==> src/rtl/level_edge_gen_pkg.sv <==
// Shared constants and sizing helpers for the dual-edge transmit generator.
package level_edge_gen_pkg;

    localparam int DEFAULT_HOLD   = 3;
    localparam int DEFAULT_PEND_W = 2;

    // Hold counter width: ceil(log2(hold)), never narrower than one bit.
    function automatic int cnt_width(input int hold);
        if (hold <= 2) begin
            return 1;
        end else begin
            return $clog2(hold);
        end
    endfunction

endpackage

==> src/rtl/level_edge_gen_hold_timer.sv <==
// Hold-window timer: loads HOLD-1 on each edge and counts down to a done flag at zero.
module hold_timer
    import level_edge_gen_pkg::*;
#(
    parameter int HOLD = DEFAULT_HOLD
) (
    input  logic clk,
    input  logic reset,
    input  logic load,
    input  logic dec,
    output logic done
);

    localparam int CNT_W = cnt_width(HOLD);
    localparam logic [CNT_W-1:0] LOAD_VAL = CNT_W'(HOLD - 1);
    localparam logic [CNT_W-1:0] ZERO     = {CNT_W{1'b0}};

    logic [CNT_W-1:0] cnt_r;

    // Counter register: load wins over decrement, never wraps below zero.
    always_ff @(posedge clk or posedge reset) begin
        if (reset) begin
            cnt_r <= ZERO;
        end else if (load) begin
            cnt_r <= LOAD_VAL;
        end else if (dec && (cnt_r != ZERO)) begin
            cnt_r <= cnt_r - CNT_W'(1);
        end else begin
            cnt_r <= cnt_r;
        end
    end

    assign done = (cnt_r == ZERO);

endmodule

==> src/rtl/level_edge_gen.sv <==
// Dual-edge transmitter: each accepted request tick becomes one transition on level,
// spaced at least HOLD cycles apart, with a saturating queue for early requests.
module level_edge_gen
    import level_edge_gen_pkg::*;
#(
    parameter int HOLD   = DEFAULT_HOLD,
    parameter int PEND_W = DEFAULT_PEND_W
) (
    input  logic              clk,
    input  logic              reset,
    input  logic              tick,
    output logic              level,
    output logic              busy,
    output logic [PEND_W-1:0] pending,
    output logic              overflow
);

    typedef enum logic {
        ST_IDLE = 1'b0,
        ST_HOLD = 1'b1
    } state_t;

    localparam logic [PEND_W-1:0] PEND_MAX  = {PEND_W{1'b1}};
    localparam logic [PEND_W-1:0] PEND_ZERO = {PEND_W{1'b0}};

    state_t            state_r, state_s;
    logic              level_r, level_s;
    logic              busy_r, busy_s;
    logic              overflow_r, overflow_s;
    logic [PEND_W-1:0] pending_r, pending_s;
    logic              load_s, dec_s, done_s;

    hold_timer #(.HOLD(HOLD)) u_hold_timer (
        .clk   (clk),
        .reset (reset),
        .load  (load_s),
        .dec   (dec_s),
        .done  (done_s)
    );

    // Next-state, edge generation and pending-queue bookkeeping.
    always_comb begin
        state_s    = state_r;
        level_s    = level_r;
        pending_s  = pending_r;
        overflow_s = 1'b0;
        load_s     = 1'b0;
        dec_s      = 1'b0;
        case (state_r)
            ST_IDLE: begin
                if (tick) begin
                    level_s = ~level_r;
                    load_s  = 1'b1;
                    state_s = ST_HOLD;
                end else begin
                    state_s = ST_IDLE;
                end
            end
            ST_HOLD: begin
                if (!done_s) begin
                    dec_s = 1'b1;
                    if (tick && (pending_r == PEND_MAX)) begin
                        overflow_s = 1'b1;
                    end else if (tick) begin
                        pending_s = pending_r + PEND_W'(1);
                    end else begin
                        pending_s = pending_r;
                    end
                end else if (pending_r != PEND_ZERO) begin
                    level_s = ~level_r;
                    load_s  = 1'b1;
                    // A fresh tick replaces the request being served: net zero.
                    if (tick) begin
                        pending_s = pending_r;
                    end else begin
                        pending_s = pending_r - PEND_W'(1);
                    end
                end else if (tick) begin
                    level_s = ~level_r;
                    load_s  = 1'b1;
                end else begin
                    state_s = ST_IDLE;
                end
            end
            default: begin
                state_s = ST_IDLE;
            end
        endcase
        busy_s = (state_s == ST_HOLD) || (pending_s != PEND_ZERO);
    end

    // State and registered outputs; reset discards queued requests and drops level.
    always_ff @(posedge clk or posedge reset) begin
        if (reset) begin
            state_r    <= ST_IDLE;
            level_r    <= 1'b0;
            busy_r     <= 1'b0;
            overflow_r <= 1'b0;
            pending_r  <= PEND_ZERO;
        end else begin
            state_r    <= state_s;
            level_r    <= level_s;
            busy_r     <= busy_s;
            overflow_r <= overflow_s;
            pending_r  <= pending_s;
        end
    end

    assign level    = level_r;
    assign busy     = busy_r;
    assign overflow = overflow_r;
    assign pending  = pending_r;

endmodule

==> config.mk <==
export PLATFORM = sky130hd
export DESIGN_NAME = level_edge_gen
export DESIGN_NICKNAME = d
export VERILOG_FILES = /design/src/rtl/level_edge_gen_pkg.sv /design/src/rtl/level_edge_gen_hold_timer.sv /design/src/rtl/level_edge_gen.sv
export SDC_FILE = /design/constraint.sdc
export NUM_CORES = 1
export LEC_CHECK = 0
export ABC_AREA = 1
export BUFFER_PORTS_ARGS = -buffer_cell sky130_fd_sc_hd__buf_2
export CAP_MARGIN = 10
export CORE_AREA = 10 10 47 49
export CTS_CLUSTER_SIZE = 28
export DETAILED_ROUTE_END_ITERATION = 8
export DIE_AREA = 0 0 57 59
export PLACE_DENSITY = 0.56
export SETUP_SLACK_MARGIN = 0.05
export SYNTH_ARGS = -nofsm -noshare
export SYNTH_HDL_FRONTEND = slang
export SYNTH_HIERARCHICAL = 1
export SYNTH_SLANG_ARGS = --single-unit
==> constraint.sdc <==
create_clock -name clk -period 1.3 [get_ports clk]
set_clock_uncertainty 0.2 [all_clocks]
set_input_delay 0.26 -clock clk [delete_from_list [all_inputs] [get_ports clk]]
set_output_delay 0.26 -clock clk [all_outputs]
set_load 0.01 [all_outputs]
Word level (Yosys, flattened, before mapping)
Index checks and enable logic that the tools add are counted.
{ "classes": {"addsub": 3, "n_eq_ne": 2, "n_mux": 23, "bitwise": 2, "n_reduce_logical": 8} }
{ "op_table": {"columns": ["cell", "n"], "rows": [
  ["two-way mux 2 bit", 8],
  ["two-way mux 1 bit", 12],
  ["nonzero test 2 bit", 4],
  ["one-hot mux 1 bit (2 select lines)", 3],
  ["subtractor 2 x 1 -> 2 bit (second input constant)", 2],
  ["adder 2 x 1 -> 2 bit (second input constant)", 1],
  ["equality test 2 bit (second input constant)", 1],
  ["logical AND 1 bit", 2],
  ["zero test 2 bit", 1],
  ["!= test 2 x 1 -> 1 bit (second input constant)", 1],
  ["inverter 1 bit", 2],
  ["logical OR 1 bit", 1]
]} }
{ "totals": {"regBits": 8, "input_bits": 3, "output_inout_bits": 5, "word_cells": 44} }

Depth between registers and ports, before layout
{ "depth": {"depth_word": 7, "ltp_mapped": 9, "depth_no_buf": 9} }

By module
The synthesis kept the hierarchy.
{ "by_module_without_submodules": {"columns": ["module", "instances", "cells_per_inst", "area_per_inst_um2", "seq_area_each_um2"], "rows": [
  ["level_edge_gen", 1, 44, 352.8, 150.1],
  ["hold_timer", 1, 17, 120.1, 50.0]
]} }

Worst setup path before layout
OpenSTA, ideal clock, no wires.
{ "synth_path": {"path_kind": "reg-to-reg", "from": "register u_hold_timer.cnt_r[0]", "to": "register u_hold_timer.cnt_r[1]", "setup_time_ns": 0.124, "arrival_time_ns": 1.107, "required_time_ns": 0.976, "setup_slack_ns": -0.131, "stages_incl_launch_ff": 9, "n_path_buf": 0, "period_less_slack_ns": 1.431, "cell_sequence": "dfrtp_1 > inv_1 > ha_1 > nor2_4 > inv_1 > nand2_1 > inv_1 > inv_1 > nand3_1"} }
{ "synth_between": {"elab_chain_cells": 5, "word_cells_on_any_way": 11, "classes_between": "add/sub: 1; mux: 6; reduce/logical: 4"} }
{ "synth_lines": {"columns": ["item", "line", "source"], "rows": [
  ["start: declaration", "level_edge_gen_hold_timer.sv:18", "logic [CNT_W-1:0] cnt_r;"],
  ["start signal: assignment", "level_edge_gen_hold_timer.sv:27", "cnt_r <= cnt_r - CNT_W'(1);"],
  ["start signal: assignment", "level_edge_gen_hold_timer.sv:29", "cnt_r <= cnt_r;"],
  ["zero test 2 bit", "level_edge_gen_hold_timer.sv:33", "assign done = (cnt_r == ZERO);"],
  ["net done_s", "level_edge_gen.sv:31", "logic load_s, dec_s, done_s;"],
  ["two-way mux 1 bit", "level_edge_gen.sv:60", "if (!done_s) begin"],
  ["two-way mux 1 bit", "level_edge_gen.sv:49", "case (state_r)"],
  ["net dec_s", "level_edge_gen.sv:31", null],
  ["logical AND 1 bit", "level_edge_gen_hold_timer.sv:26", "end else if (dec && (cnt_r != ZERO)) begin"],
  ["nonzero test 2 bit (no line)", null, null]
]} }
The timed path passes the listed nets, and every way through them passes these cells. The select of a mux whose other input is x is not followed.
A chain may end at the register's enable or synchronous reset.

Worst setup path in the final report
{ "layout_path": {"from": "register u_hold_timer.cnt_r[0]", "to": "register u_hold_timer.cnt_r[0]"} }
Same word-level chain as after synthesis.

==> impl_metrics.toml <==
[status]
run_status = "complete, but fails checks"
failed_checks = "negative setup slack"

[clock_tree]
cts_root_buf = "clkbuf_4"
cts-buffers-inserted = 3
tritoncts = "built"
insertion_delay_ns = 0.25
h-tree-depth = 1
cts_buffer_depth = 2
clkTransAtPathRegs_ns = 0.05
cts.sink_count = 8

[final_layout]
syn_to_final_growth_pct = 41.5
fin_nets = 86
fill_cells = 142
final_cell_area_um2 = 669
final_layout_size_suffix_gt1_frac = 0.564
fin_util = 0.478
diodes = 0

[detailed_routing]
via_per_inst = 4.39
routed_wl_um = 1050
drt-pass1-iter-count = 4
wl_per_cell_um = 11.1
ant_nets = 0
drc = 0
vias = 413
drt_iter0_drc = 4

[grt]
overflow = 0
grt_pass1_wl_um = 1750
grt_max_degree = 7
grt_usage = 0.0655
antenna_found_initial = 0
grt_pass1_vias = 423

[power_and_ir_drop]
power_density_nw_per_um2 = 2780
ir_drop_uv = 1190
power.total_mw = 1.86
p_leak_nw = 0.350

[yosys]
ys_types = 14
ys_seq_area_frac = 0.423
ys_ff_latch = 8
postSynthCellCount = 61
syn_nets = 67
yosysWarnings = 6
syn_area_um2 = 473
syn_avg_cell_area_um2 = 7.75

[die]
initial_core_util = 0.338
die_h_um = 59
rows = 14
core_um2 = 1400
die_w_um = 57
dieArea_um2 = 3360
io-pin-count = 8

[setup_path]
path_max_fanout = 4
cpMaxStageDelayCell = "dfrtp_1"
cp-end-kind = "flip-flop"
critPathMaxStageDelay_ns = 0.36
arrival_ns = 1.36
path_class = "flip-flop to flip-flop"
start_kind = "flip-flop"
cp.required_ns = 1.24
cp_cell_sequence = "inv_2, ha_4, nor2_4, buf_4, nand3_1, nand2_2, nor2_2"

[sta]
max_slew.worst_pin.slew_ns = 0.226
setup_violations = 7
min_period_ns = 1.42
post-route-period-util = 1.10
hold_viol = 0
maxSlewHeadroom = 0.849
max_clock_freq_mhz = 702
rsz0062_at_grt = "yes"
slew_violations = 0
setup_ws_ns = -0.124

[job]
max_cap_viol_count = 0

[placed_design]
preCtsSetupSlack_ns = -0.108
gp_congestion = 0.697
dpl_cell_area_um2 = 584
io_buffers = 7
dpl.hpwl_um = 715

[hold_path]
hp-class = "input pin to flip-flop"
## layer usage
layer / track usage / wire, um / vias up
li1: - / - / 211
met1: 0.0696 / 427 / 189
met2: 0.105 / 554 / 9
met3: 0.0150 / 34 / 4
met4: 0.0604 / 28 / 0
met5: 0 / 0 / -
## state kept, by name (all words and copies together), names as in the netlist
register            count
busy                    1
level                   1
overflow                1
pending                 2
state_r                 1
u_hold_timer/cnt_r      2
## worst max-delay path: cells and delay by family, from the launching register on
kind                       cells  cell delay, ns
buffers and inverters          2            0.20
DFF                            1            0.36
and+or+nand+nor                4            0.39
adders and majority gates      1            0.17
## cell usage after synthesis, drive strengths merged
cell type	number	share of area
nand3	6	0.074
nand2	16	0.15
ha	3	0.079
a21oi	1	0.011
xnor2	1	0.019
nor2	7	0.093
inv	18	0.14
dfrtp	8	0.42
o21ai	1	0.011
## cell type report
class | count | area, um2 | share of cell area
multi-input combinational | 35 | 259 | 0.387
clock buffer | 3 | 22.5 | 0.0336
tap | 16 | 20.0 | 0.0299
inverter | 18 | 67.6 | 0.101
timing repair buffer | 14 | 100 | 0.150
sequential | 8 | 200 | 0.299
## final timing paths
| kind | start | to | slack (ns) | cells past startpoint |
|---|---|---|---|---|
| worst max-delay path | u_hold_timer/cnt_r[0] | u_hold_timer/cnt_r[0] | -0.12 | 7 |
| worst min-delay path | tick | overflow | 0.08 | 3 |
| worst max register to register | u_hold_timer/cnt_r[0] | u_hold_timer/cnt_r[0] | -0.12 | 7 |
| worst min register to register | u_hold_timer/cnt_r[1] | u_hold_timer/cnt_r[1] | 0.35 | 2 |
| max in group asynchronous | reset | pending[1] | 0.44 | 3 |
| min in group asynchronous | reset | u_hold_timer/cnt_r[0] | 0.21 | 3 |
## layout by cell type, fill, tap and decap left out
cell type / count
a21oi_1: 1
buf_2: 6
buf_4: 5
buf_6: 2
clkbuf_4: 3
dfrtp_1: 8
dlygate4sd3_1: 1
ha_2: 1
ha_4: 2
inv_1: 6
inv_2: 12
nand2_1: 10
nand2_2: 6
nand3_1: 5
nand3_2: 1
nor2_1: 2
nor2_2: 2
nor2_4: 3
o21ai_4: 1
xnor2_1: 1
## stage by stage
step | hold slack (ns) | TNS [ns] | std cells
2_1_floorplan | -0.199 | -0.0919 | 61
3_3_place_gp | -0.0802 | -0.364 | 87
3_5_place_dp | -0.0758 | -0.436 | 87
4_1_cts | 0.0785 | -0.472 | 94
5_1_grt | 0.0734 | -1.11 | 94
6_report | 0.0824 | -0.569 | 94
## repair_timing
action / CTS / global route
resized for setup: 4 / 7
pin swaps: 3 / 4
buffers inserted: 3 / 0
hold buffers: 1 / 0
endpoints found under the hold margin: 8 / 0
endpoints found under the setup margin: 9 / 10
## kinds of logic after synthesis
logic type,after synthesis,share of synthesized area
AOI/OAI and AO/OA,2,0.0211
adders and majority gates,3,0.0794
buffers and inverters,18,0.143
DFF,8,0.423
xor gates and xnor gates,1,0.0185
and+or+nand+nor,29,0.315
## power by group
part | switching, mW | total (mW) | internal [mW]
registers | 0.0699 | 0.424 | 0.354
clock network | 0.0772 | 0.182 | 0.105
logic | 0.681 | 1.25 | 0.571
total | 0.828 | 1.86 | 1.03
(Power assumes the default switching activity.)
